File: config.mk
export PLATFORM = sky130hd
export DESIGN_NAME = m_conv_mac_3
export DESIGN_NICKNAME = d
export VERILOG_FILES = /design/src/rtl/m_conv_mac_3_pkg.sv /design/src/rtl/m_conv_sat_relu.sv /design/src/rtl/m_conv_mac_3.sv
export SDC_FILE = /design/constraint.sdc
export NUM_CORES = 1
export LEC_CHECK = 0
export BUFFER_PORTS_ARGS = -buffer_cell sky130_fd_sc_hd__buf_4
export CAP_MARGIN = 0
export CORE_ASPECT_RATIO = 1.5
export CORE_UTILIZATION = 58
export CTS_CLUSTER_DIAMETER = 100
export CTS_CLUSTER_SIZE = 24
export DETAILED_ROUTE_END_ITERATION = 10
export PLACE_DENSITY_LB_ADDON = 0.3
export SETUP_SLACK_MARGIN = 0.2
export SLEW_MARGIN = 20
export SYNTH_ARGS = -nofsm -noshare
export SYNTH_HDL_FRONTEND = slang
export SYNTH_HIERARCHICAL = 1
export SYNTH_SLANG_ARGS = --single-unit
File: constraint.sdc
create_clock -name clk_in -period 5.61 [get_ports clk_in]
set_input_delay 0.2805 -clock clk_in [delete_from_list [all_inputs] [get_ports clk_in]]
set_output_delay 0.2805 -clock clk_in [all_outputs]
set_load 0.02 [all_outputs]
File: src/rtl/m_conv_mac_3_pkg.sv
// Shared fixed-point constants for the layer-3 convolution MAC and its
// rescale/saturate stage.
package m_conv_mac_3_pkg;

   localparam int DATA_W  = 16;
   localparam int FRAC    = 8;
   localparam int TAP_W   = 4;
   localparam int SAT_MAX = 32767;
   localparam int SAT_MIN = -32768;

endpackage

File: src/rtl/m_conv_sat_relu.sv
// Combinational output stage: adds the Q8.8 bias, rescales the accumulator
// back to Q8.8, saturates to 16 bits and optionally applies ReLU.
module m_conv_sat_relu
   import m_conv_mac_3_pkg::*;
#(
   parameter int ACC_W = 36,
   parameter int FRAC  = m_conv_mac_3_pkg::FRAC,
   parameter bit RELU  = 1'b1
) (
   input  logic signed [ACC_W-1:0]  acc,
   input  logic signed [DATA_W-1:0] bias,
   output logic signed [DATA_W-1:0] result
);

   localparam logic signed [ACC_W:0] HI = (ACC_W+1)'(SAT_MAX);
   localparam logic signed [ACC_W:0] LO = (ACC_W+1)'(SAT_MIN);

   logic signed [ACC_W:0] sum;
   logic signed [ACC_W:0] shifted;

   // One extra bit of headroom so the bias add can never wrap.
   always_comb begin
      sum     = {acc[ACC_W-1], acc} + ((ACC_W+1)'(bias) <<< FRAC);
      shifted = sum >>> FRAC;
      if (shifted > HI) begin
         result = DATA_W'(SAT_MAX);
      end else if (shifted < LO) begin
         result = DATA_W'(SAT_MIN);
      end else begin
         result = shifted[DATA_W-1:0];
      end
      if (RELU && result[DATA_W-1]) begin
         result = '0;
      end
   end

endmodule

File: src/rtl/m_conv_mac_3.sv
// Layer-3 convolution MAC: multiplies each K*K window against a weight register
// file, accumulates, then rescales/saturates one Q8.8 result per window.
module m_conv_mac_3
   import m_conv_mac_3_pkg::*;
#(
   parameter int K       = 3,
   parameter int NUM_OUT = 36,
   parameter int FRAC    = m_conv_mac_3_pkg::FRAC,
   parameter int ACC_W   = 36,
   parameter bit RELU    = 1'b1
) (
   input  logic                     clk_in,
   input  logic                     rst_n,
   input  logic                     in_valid,
   input  logic signed [DATA_W-1:0] map_in,
   input  logic                     w_wr,
   input  logic [TAP_W-1:0]         w_addr,
   input  logic signed [DATA_W-1:0] w_data,
   input  logic signed [DATA_W-1:0] bias,
   output logic                     out_valid,
   output logic signed [DATA_W-1:0] map_out,
   output logic                     done
);

   localparam int TAPS = K * K;
   localparam logic [TAP_W-1:0] LAST_TAP = TAP_W'(TAPS - 1);
   localparam int CNT_W = $clog2(NUM_OUT + 1);
   localparam logic [CNT_W-1:0] LAST_CNT = CNT_W'(NUM_OUT - 1);

   logic signed [DATA_W-1:0]   w_q [TAPS];
   logic signed [DATA_W-1:0]   w_d [TAPS];

   logic [TAP_W-1:0]           tap_q, tap_d;
   logic                       s1_valid_q, s1_valid_d;
   logic [TAP_W-1:0]           s1_tap_q, s1_tap_d;
   logic signed [DATA_W-1:0]   s1_pix_q, s1_pix_d;
   logic signed [DATA_W-1:0]   s1_w_q, s1_w_d;
   logic signed [DATA_W-1:0]   s1_bias_q, s1_bias_d;
   logic                       s2_valid_q, s2_valid_d;
   logic [TAP_W-1:0]           s2_tap_q, s2_tap_d;
   logic signed [2*DATA_W-1:0] s2_prod_q, s2_prod_d;
   logic signed [DATA_W-1:0]   s2_bias_q, s2_bias_d;
   logic                       s3_valid_q, s3_valid_d;
   logic [TAP_W-1:0]           s3_tap_q, s3_tap_d;
   logic signed [ACC_W-1:0]    acc_q, acc_d;
   logic signed [DATA_W-1:0]   s3_bias_q, s3_bias_d;
   logic                       out_valid_q, out_valid_d;
   logic signed [DATA_W-1:0]   map_out_q, map_out_d;
   logic                       done_q, done_d;
   logic [CNT_W-1:0]           cnt_q, cnt_d;

   logic                       fire;
   logic signed [DATA_W-1:0]   sat_result;

   // Weights are configuration state: never reset, writable even during reset.
   always_comb begin
      w_d = w_q;
      if (w_wr && (w_addr <= LAST_TAP)) begin
         w_d[w_addr] = w_data;
      end
   end

   always_ff @(posedge clk_in) begin
      w_q <= w_d;
   end

   m_conv_sat_relu #(
      .ACC_W (ACC_W),
      .FRAC  (FRAC),
      .RELU  (RELU)
   ) u_sat_relu (
      .acc    (acc_q),
      .bias   (s3_bias_q),
      .result (sat_result)
   );

   always_comb begin
      tap_d = tap_q;
      if (in_valid) begin
         tap_d = (tap_q == LAST_TAP) ? '0 : tap_q + 1'b1;
      end

      s1_valid_d = in_valid;
      s1_tap_d   = tap_q;
      s1_pix_d   = map_in;
      s1_w_d     = w_q[tap_q];
      s1_bias_d  = bias;

      s2_valid_d = s1_valid_q;
      s2_tap_d   = s1_tap_q;
      s2_prod_d  = s1_pix_q * s1_w_q;
      s2_bias_d  = s1_bias_q;

      // Tap 0 restarts the sum, so a following window never needs a clear cycle.
      s3_valid_d = s2_valid_q;
      s3_tap_d   = s2_tap_q;
      s3_bias_d  = s2_bias_q;
      acc_d      = acc_q;
      if (s2_valid_q) begin
         if (s2_tap_q == '0) begin
            acc_d = ACC_W'(s2_prod_q);
         end else begin
            acc_d = acc_q + ACC_W'(s2_prod_q);
         end
      end

      fire        = s3_valid_q && (s3_tap_q == LAST_TAP);
      out_valid_d = fire;
      map_out_d   = fire ? sat_result : map_out_q;
      done_d      = 1'b0;
      cnt_d       = cnt_q;
      if (fire) begin
         if (cnt_q == LAST_CNT) begin
            done_d = 1'b1;
            cnt_d  = '0;
         end else begin
            cnt_d = cnt_q + 1'b1;
         end
      end
   end

   always_ff @(posedge clk_in) begin
      if (rst_n) begin
         tap_q       <= '0;
         s1_valid_q  <= 1'b0;
         s1_tap_q    <= '0;
         s1_pix_q    <= '0;
         s1_w_q      <= '0;
         s1_bias_q   <= '0;
         s2_valid_q  <= 1'b0;
         s2_tap_q    <= '0;
         s2_prod_q   <= '0;
         s2_bias_q   <= '0;
         s3_valid_q  <= 1'b0;
         s3_tap_q    <= '0;
         s3_bias_q   <= '0;
         acc_q       <= '0;
         out_valid_q <= 1'b0;
         map_out_q   <= '0;
         done_q      <= 1'b0;
         cnt_q       <= '0;
      end else begin
         tap_q       <= tap_d;
         s1_valid_q  <= s1_valid_d;
         s1_tap_q    <= s1_tap_d;
         s1_pix_q    <= s1_pix_d;
         s1_w_q      <= s1_w_d;
         s1_bias_q   <= s1_bias_d;
         s2_valid_q  <= s2_valid_d;
         s2_tap_q    <= s2_tap_d;
         s2_prod_q   <= s2_prod_d;
         s2_bias_q   <= s2_bias_d;
         s3_valid_q  <= s3_valid_d;
         s3_tap_q    <= s3_tap_d;
         s3_bias_q   <= s3_bias_d;
         acc_q       <= acc_d;
         out_valid_q <= out_valid_d;
         map_out_q   <= map_out_d;
         done_q      <= done_d;
         cnt_q       <= cnt_d;
      end
   end

   assign out_valid = out_valid_q;
   assign map_out   = map_out_q;
   assign done      = done_q;

endmodule

==> results.md, run 1 <==
* Global-route wire length before repair at 92.85 mm
* Setup crit start kind: flop
* Mean area per synthesized cell at 10.02 sq um
* Multi-input combinational cell area at 15,570 sq um
* Routed len/inst at 17.31 um
* Maximum buffer depth of the clock tree at 3
* Drt first-iter violations at 800
* Flip-flop and latch area at 8212 sq um
* NumNets Final at 3,163
* Final setup skew at 24.97 ps
* Count of port buffers added during placement at 73
* Clock insertion delay at the later pin of the skew report at 550 ps
* Commonest non-fill, non-tap cell in the layout: sky130_fd_sc_hd__inv_1
* Nets in the synthesized netlist at 2,950
* DR WL met3 at 1.660 mm
* Violations in the final reports: negative setup slack
* Top cell by count, worst path: sky130_fd_sc_hd__fa_1
* Sequential-to-total area share from yosys stat at 32.76%
* Pins Over Slew Limit at 0
* Starting density of the core at 59.03%
* Post-route met1 wirelength at 20.64 mm
* Vias per std cell at 5.496
* Std-Cell Rows at 92
* Worst hold path class: in2reg
* Post-route setup TNS at -1620 ps
* Static Leak at 12.65 nW
* Count of antenna-violating nets left after detailed routing at 0
* Switching part of the total power at 36.46%
* Die Y-Extent at 255.6 um
* CTS clock-pin slew for the worst setup and hold paths at 100 ps
* Hold Path Depth at 3
* Summed instance area of the synthesized netlist at 24,870 sq um
* Count of endpoints failing hold in the final timing report at 0
* Detailed route wirelength on metal2 at 31.74 mm
* Number of antenna violations at the first check in global routing at 0
* Arrival time at the worst endpoint at 6300 ps
* Cell count after synthesis at 2,482
* Area of the placeable core at 42,130 sq um
* Sequential power share at 33.9%
* Kind of critical path: reg2reg
* Crit-path cells: buf_6 -> and2_4 -> fa_1 -> inv_2 -> fa_1 -> fa_1 -> inv_2 -> fa_1 -> fa_1 -> inv_1 -> fa_1 -> inv_2 -> ha_4 -> nand4_1 -> nor2_2 -> inv_1 -> a211oi_2 -> buf_4 -> o21a_1 -> o21ai_2 -> a211o_1 -> o21bai_1 -> xnor2_1 -> nor2_1
* Net switching power of the design at 0.003024 W
* Global placement routability congestion at 0.9300
* Die X at 171.1 um
* Final worst path period need at 5887 ps
* Maximum number of pins on one net before global-route repair at 95
* R2r worst-path depth at 24
* Area growth from synthesis to layout at 15.90%
* Utilization of the core after routing at 68.42%
* Routed via count at 17,960
* Drt pass-1 iters at 5
* Number of distinct standard cells referenced by the synthesized netlist at 87
* Sum of overflow across all layers after global routing at 0
* Required time of the critical path at 6020 ps
* Count of yosys warnings during synthesis at 6
* DRC at 0
* Largest stage delay on the critical path at 550 ps
* Number of filler cells placed in the layout at 3,150
* Clock tree root buffer cell: sky130_fd_sc_hd__clkbuf_16
* Portion of total power attributed to combinational logic at 48.7%
* Unrepaired setup endpoints after global routing: yes
* Global-route total usage across every layer at 26.69%
* Headroom to the max-slew limit at 27.57%
* Antenna diode instance count at 0
* Critical path endpoint category: flop
* Prevailing post-synth register cell: sky130_fd_sc_hd__dfxtp_1
* Clock power share at 17.4%
* Fraction of synthesis flops using an asynchronous set or reset pin at 0%
* Number of enable flip-flop cells after synthesis at 144
* Highest metal layer with signal wires: met4
* MaxCap Viol Count at 0
* Result of the run: complete, but fails checks
* Count of clock tree sinks at 335
* Leading cell types in the layout, fill and taps excluded: sky130_fd_sc_hd__inv_1, sky130_fd_sc_hd__nand2_1, sky130_fd_sc_hd__fa_1, sky130_fd_sc_hd__buf_4, sky130_fd_sc_hd__dfxtp_1
* Total setup violations reported at the end of the flow at 12
* Post-DP HPWL at 43.13 mm
* Number of synthesized register bits at 335
* Die footprint at 43,730 sq um
* Power density cells at 287.7 nW/um^2
* Post-Route WL at 56.56 mm
* Slew at the pin closest to its max-slew limit at 1085 ps
* Max rail drop VDD at 338.8 uV
* FMAX at 169.9 MHz
* Clock H-tree levels at 1
* Internal power of the cells at 0.005269 W
* Fin crit share at 104.9%
* Fraction of final layout cells with drive strength greater than 1 at 17.98%
* Boundary pin count at 74
* Setup WS post-layout at -277.2 ps
* Crit Path Max Fanout at 6
* Vias in the first global route at 19,540
* Worst-path cell with the longest stage delay: sky130_fd_sc_hd__fa_1
* Total clock buffers created by CTS at 18
* CTS tree: built
==> synthesized netlist by cell type (all sizes together), types with 3 or more instances <==
master,count,area [sq um]
and3,8,51.30
or2,7,43.79
a211o,6,52.55
dfxtp,191,3824
buf,12,63.81
inv,362,1359
mux4,32,720.7
a21boi,3,22.52
xor2,28,245.2
nand3,15,75.07
nor3b,5,37.54
o21a,13,97.59
a311oi,23,207.7
o41ai,3,33.79
and2,126,788.3
mux2i,20,200.2
or4,4,33.78
o31ai,6,50.05
a21o,35,265.3
o21bai,11,82.58
nor2,167,626.9
nand4,15,93.84
a21oi,131,674.4
fa,264,5285
edfxtp,144,4324
and4,3,26.28
a22o,3,26.28
nand2b,19,118.9
ha,148,1852
a31o,4,35.04
o21ai,48,244.0
clkbuf,85,321.6
a211oi,19,152.6
nand3b,3,22.52
a31oi,14,93.84
nor2b,89,556.8
o211ai,10,85.08
nand2,279,1047
xnor2,56,490.5
nor4,5,46.29
or3,4,25.02
nor3,28,145.1
==> logic make-up (layout without fill, tap and decap cells) <==
group,after synthesis,after routing,share of synthesized area [%]
other,1,1,0.01508
xor gates and xnor gates,84,84,2.958
DFF,335,335,32.76
muxes,54,54,3.808
buffers and inverters,461,682,7.098
adders and majority gates,412,412,28.70
AOI/OAI and AO/OA,354,354,9.488
and+or+nand+nor,781,781,15.18
==> what timing repair did <==
item                       4_1_cts  5_1_grt
pin swaps                        7       79
hold buffers                    47        1
hold endpoints to repair       175        1
setup buffers                    9       15
gates resized for setup         32       78
setup endpoints to repair       19       20
==> worst max-delay path: cells and delay by family (launching register included) <==
kind | cells | cell delay, ps
AO/OA/AOI/OAI | 5 | 930
XOR/XNOR | 1 | 130
adder cells (fa/ha/maj) | 7 | 3260
buffers and inverters | 7 | 570
flip-flops | 1 | 390
AND/OR/NAND/NOR | 4 | 490
==> path summary, 6_finish.rpt <==
kind / start / to / slack, ps
worst max-delay path: s1_w_q[6]$_SDFF_PP0_ / s2_prod_q[23]$_SDFF_PP0_ / -280
worst min-delay path: in_valid / s1_tap_d[1]$_SDFFE_PP0P_ / 50
worst max register to register: s1_w_q[6]$_SDFF_PP0_ / s2_prod_q[23]$_SDFF_PP0_ / -280
worst min register to register: s1_valid_q$_SDFF_PP0_ / s2_valid_q$_SDFF_PP0_ / 440
==> metrics by stage <==
| stage | hold slack (ps) | instance area (sq um) | setup slack (ps) | power [W] | cells |
|---|---|---|---|---|---|
| finish | 53.90 | 28830 | -277.2 | 0.008293 | 3267 |
| global route | 77.95 | 28830 | -482.1 | 0.008953 | 3267 |
| CTS | 4.408 | 28420 | -231.3 | 0.008100 | 3250 |
| detailed placement | 421.2 | 27270 | -317.0 | 0.006562 | 3166 |
| global placement | 420.1 | 27270 | -265.7 | 0.006434 | 3166 |
| floorplan | 379.4 | 25430 | 6.629 | 0.005540 | 2482 |
==> registers in the layout, summed over array words and instances, names as in the netlist, 4 cells and up <==
signal,count
cnt_q,6
s1_tap_q,4
s1_pix_q,16
w_q,144
s3_tap_q,4
s1_w_q,16
map_out,16
s2_prod_q,32
s3_bias_q,16
acc_q,36
s1_bias_q,16
s2_bias_q,16
s1_tap_d,4
s2_tap_q,4
==> area by class of cell <==
class	count	share of cell area (%)
Multi-Input combinational cell	1686	54.00
Sequential cell	335	28.49
Timing Repair Buffer	292	8.495
Inverter	362	4.714
Tap cell	564	2.448
Clock buffer	26	1.741
Clock inverter	2	0.1129
==> per-layer routing <==
layer  track usage (%)  up-vias
met5                 0        -
met4             11.43        0
met3             1.995      158
met2             53.16      429
met1             27.73     8848
li1                  -     8520
==> power by group through the flow <==
| stage | clock, W | combinational (W) | sequential [W] |
|---|---|---|---|
| after detailed placement | 0 | 0.00369 | 0.00287 |
| final | 0.00144 | 0.00404 | 0.00281 |
| after CTS | 0.00148 | 0.00381 | 0.00281 |
| after global routing | 0.00156 | 0.00456 | 0.00283 |
| after floorplan | 0 | 0.00273 | 0.00281 |
| after global placement | 0 | 0.00357 | 0.00286 |
(Power assumes the default switching activity.)
==> run 2, diff against run 1 <==
Settings changed: RECOVER_POWER set to 100.
==> run 2 against run 1 <==
The flow finishes with violations (max-capacitance violations, max-slew violations, negative setup slack); clock power is essentially flat; first-iteration DRC count grew 3.5%; setup slack gained 2.3 ps; core utilization shrank 0.18 points; largest cell class unchanged.
==> results.md, run 2 (synthesis gave the netlist of run 1 again) <==
* Result of the run: complete, but fails checks
* Violations in the final reports: max-capacitance violations, max-slew violations, negative setup slack
* Sum of overflow across all layers after global routing at 0 (unchanged)
* Placed Cells incl. Taps at 3,166 (unchanged)
* DRC at 0 (unchanged)
* Crit-path cells: buf_6 -> and2_4 -> fa_1 -> inv_2 -> fa_1 -> fa_1 -> inv_2 -> fa_1 -> fa_1 -> inv_1 -> fa_1 -> inv_2 -> ha_4 -> nand4_1 -> nor2_2 -> inv_1 -> a211oi_2 -> buf_4 -> o21a_1 -> o21ai_2 -> a211o_1 -> o21bai_1 -> xnor2_1 -> nor2_1
* Global-route wire length before repair at 92.85 mm (unchanged)
* Area of the placeable core at 42,130 sq um (unchanged)
* Clock tree root buffer cell: sky130_fd_sc_hd__clkbuf_16
* Maximum buffer depth of the clock tree at 3 (unchanged)
* Worst-path cell with the longest stage delay: sky130_fd_sc_hd__fa_1
* Static Leak at 12.58 nW (-0.60%)
* Setup slack on the worst flop-to-flop path at -270 ps (about the same)
* Unrepaired setup endpoints after global routing: yes
* Antenna diode instance count at 0 (unchanged)
* Boundary pin count at 74 (unchanged)
* Max rail drop VDD at 336.5 uV (-0.68%)
* Fin crit share at 104.9% (about the same)
* Setup WS post-layout at -274.9 ps (+2.339 ps)
* Startpoint of the most critical setup path: s1_w_q[6]$_SDFF_PP0_
* Routed len/inst at 17.31 um (about the same)
* Maximum number of pins on one net before global-route repair at 95 (unchanged)
* Reg with most FFs: w_q
* Post-Route WL at 56.56 mm (about the same)
* MaxCap Viol Count at 1 (+1)
* Vias in the first global route at 19,540 (unchanged)
* Count of clock tree sinks at 335 (unchanged)
* Filler-free cell count of the finished design at 3,267 (unchanged)
* Largest delay contributor family on the critical path: adder cells
* Required time of the critical path at 6020 ps (about the same)
* Total setup violations reported at the end of the flow at 12 (unchanged)
* Vias per std cell at 5.500 (about the same)
* Std-Cell Rows at 92 (unchanged)
* Crit Path Max Fanout at 6 (unchanged)
* Leading cell types in the layout, fill and taps excluded: sky130_fd_sc_hd__inv_1, sky130_fd_sc_hd__nand2_1, sky130_fd_sc_hd__fa_1, sky130_fd_sc_hd__buf_4, sky130_fd_sc_hd__dfxtp_1
* Die Y-Extent at 255.6 um (unchanged)
* Pins Over Slew Limit at 44 (+44)
* Buffers plus inverters on the worst setup path at 7 (unchanged)
* Largest stage delay on the critical path at 550 ps (about the same)
* Final worst path period need at 5885 ps (-2.339 ps)
* CTS clock-pin slew for the worst setup and hold paths at 100 ps (about the same)
* Arrival time at the worst endpoint at 6300 ps (about the same)
* FMAX at 169.9 MHz (about the same)
* Worst Min Path Start: in_valid
* Clock H-tree levels at 1 (unchanged)
* Critical path endpoint category: flop
* R2r worst-path depth at 24 (unchanged)
* Multi-input combinational cell area at 15,560 sq um (about the same)
* Starting density of the core at 59.03% (unchanged)
* Slew at the pin closest to its max-slew limit at 1930 ps (+844.9 ps)
* Post-route setup TNS at -1607 ps (+13.51 ps)
* Global placement routability congestion at 0.9300 (unchanged)
* Power density cells at 288.2 nW/um^2 (+0.16%)
* Top cell by count, worst path: sky130_fd_sc_hd__fa_1
* Dpl cell area at 27,270 sq um (unchanged)
* Drt pass-1 iters at 5 (unchanged)
* Count of endpoints failing hold in the final timing report at 0 (unchanged)
* Global-route total usage across every layer at 26.69% (unchanged)
* DP Worst Slack at -317.0 ps (unchanged)
* Die footprint at 43,730 sq um (unchanged)
* Setup crit start kind: flop
* Count of port buffers added during placement at 73 (unchanged)
* Post-DP HPWL at 43.13 mm (unchanged)
* Area growth from synthesis to layout at 15.59%
* Headroom to the max-slew limit at -28.67% (-56 points)
* CTS tree: built
* Worst hold path class: in2reg
* Worst reg2reg path startpoint: s1_w_q[6]$_SDFF_PP0_
* Die X at 171.1 um (unchanged)
* Number of flip-flops in the largest register at 144 (unchanged)
* Final worst hold slack at 57.18 ps (+3.275 ps)
* Final setup skew at 22.40 ps (-2.563 ps)
* Flip-flop and latch area at 8212 sq um (unchanged)
* Total clock buffers created by CTS at 18 (unchanged)
* NumNets Final at 3,163 (unchanged)
* Top Registers: w_q: 144 flops, acc_q: 36 flops, s2_prod_q: 32 flops
* Drt first-iter violations at 828 (+3.5%)
* Commonest non-fill, non-tap cell in the layout: sky130_fd_sc_hd__inv_1
* Number of filler cells placed in the layout at 3,174 (+0.76%)
* Number of cells on the critical path at 24 (unchanged)
* Routed via count at 17,970 (+0.072%)
* Fraction of final layout cells with drive strength greater than 1 at 17.24% (-0.74 points)
* Clock insertion delay at the later pin of the skew report at 540 ps (about the same)
* Hold Path Depth at 3 (unchanged)
* Design area at 28,750 sq um (-0.27%)
* Kind of critical path: reg2reg
* Count of antenna-violating nets left after detailed routing at 0 (unchanged)
* Number of antenna violations at the first check in global routing at 0 (unchanged)
[run 2: cell types whose count changed in the layout (fill, tap and decap cells not counted)]
| cell | delta |
|---|---|
| sky130_fd_sc_hd__nor4_1 | +1 |
| sky130_fd_sc_hd__buf_4 | -46 |
| sky130_fd_sc_hd__clkbuf_4 | +27 |
| sky130_fd_sc_hd__clkbuf_1 | +19 |
| sky130_fd_sc_hd__nor4_2 | -1 |
[run 2: worst register-to-register path, delay by kind of cell, from the launching register on]
family                     cells  cell delay, ps
adders and majority gates      7            3260
AOI/OAI and AO/OA              5             930
buffers and inverters          7             570
and+or+nand+nor                4             490
DFF                            1             400
xor gates and xnor gates       1             130
[run 2: worst paths after layout]
kind                                   end
hold / removal    s1_tap_d[1]$_SDFFE_PP0P_
hold reg to reg      s2_valid_q$_SDFF_PP0_
setup reg to reg  s2_prod_q[23]$_SDFF_PP0_
setup / recovery  s2_prod_q[23]$_SDFF_PP0_
[run 2: timing repair]
| item | in CTS | in global routing |
|---|---|---|
| setup buffers | 9 | 15 |
| endpoints found under the setup margin | 19 | 20 |
| hold buffers | 47 | 1 |
| hold endpoints to repair | 175 | 1 |
| gates resized for setup | 32 | 78 |
| pin swaps | 7 | 79 |
[run 2: final cells by class]
cell class / count / area share [%]
repair buffers: 292 / 8.269
clock buffers: 26 / 1.745
flip-flops and latches: 335 / 28.56
clock inverters: 2 / 0.1132
well taps: 564 / 2.455
inverters: 362 / 4.727
multi-input cells: 1686 / 54.13
[run 2: per-stage QoR]
step           power, W  util [%]
2_1_floorplan  0.005540         -
3_3_place_gp   0.006434     64.72
3_5_place_dp   0.006562     64.72
4_1_cts        0.008100     67.46
5_1_grt        0.008946     68.23
6_report       0.008285     68.23
[run 2: power breakdown]
| group | internal, W | total (W) | switching, W |
|---|---|---|---|
| combinational | 0.00193 | 0.00403 | 0.00210 |
| clock | 0.000639 | 0.00144 | 0.000798 |
| sequential | 0.00269 | 0.00281 | 0.000122 |
| total | 0.00526 | 0.00828 | 0.00302 |
[run 2: per-layer routing]
layer | routed length (um) | vias up | global-route usage, %
li1 | - | 8521 | -
met1 | 20660 | 8869 | 27.73
met2 | 31840 | 411 | 53.16
met3 | 1535 | 167 | 1.995
met4 | 2521 | 0 | 11.43
met5 | 0 | - | 0
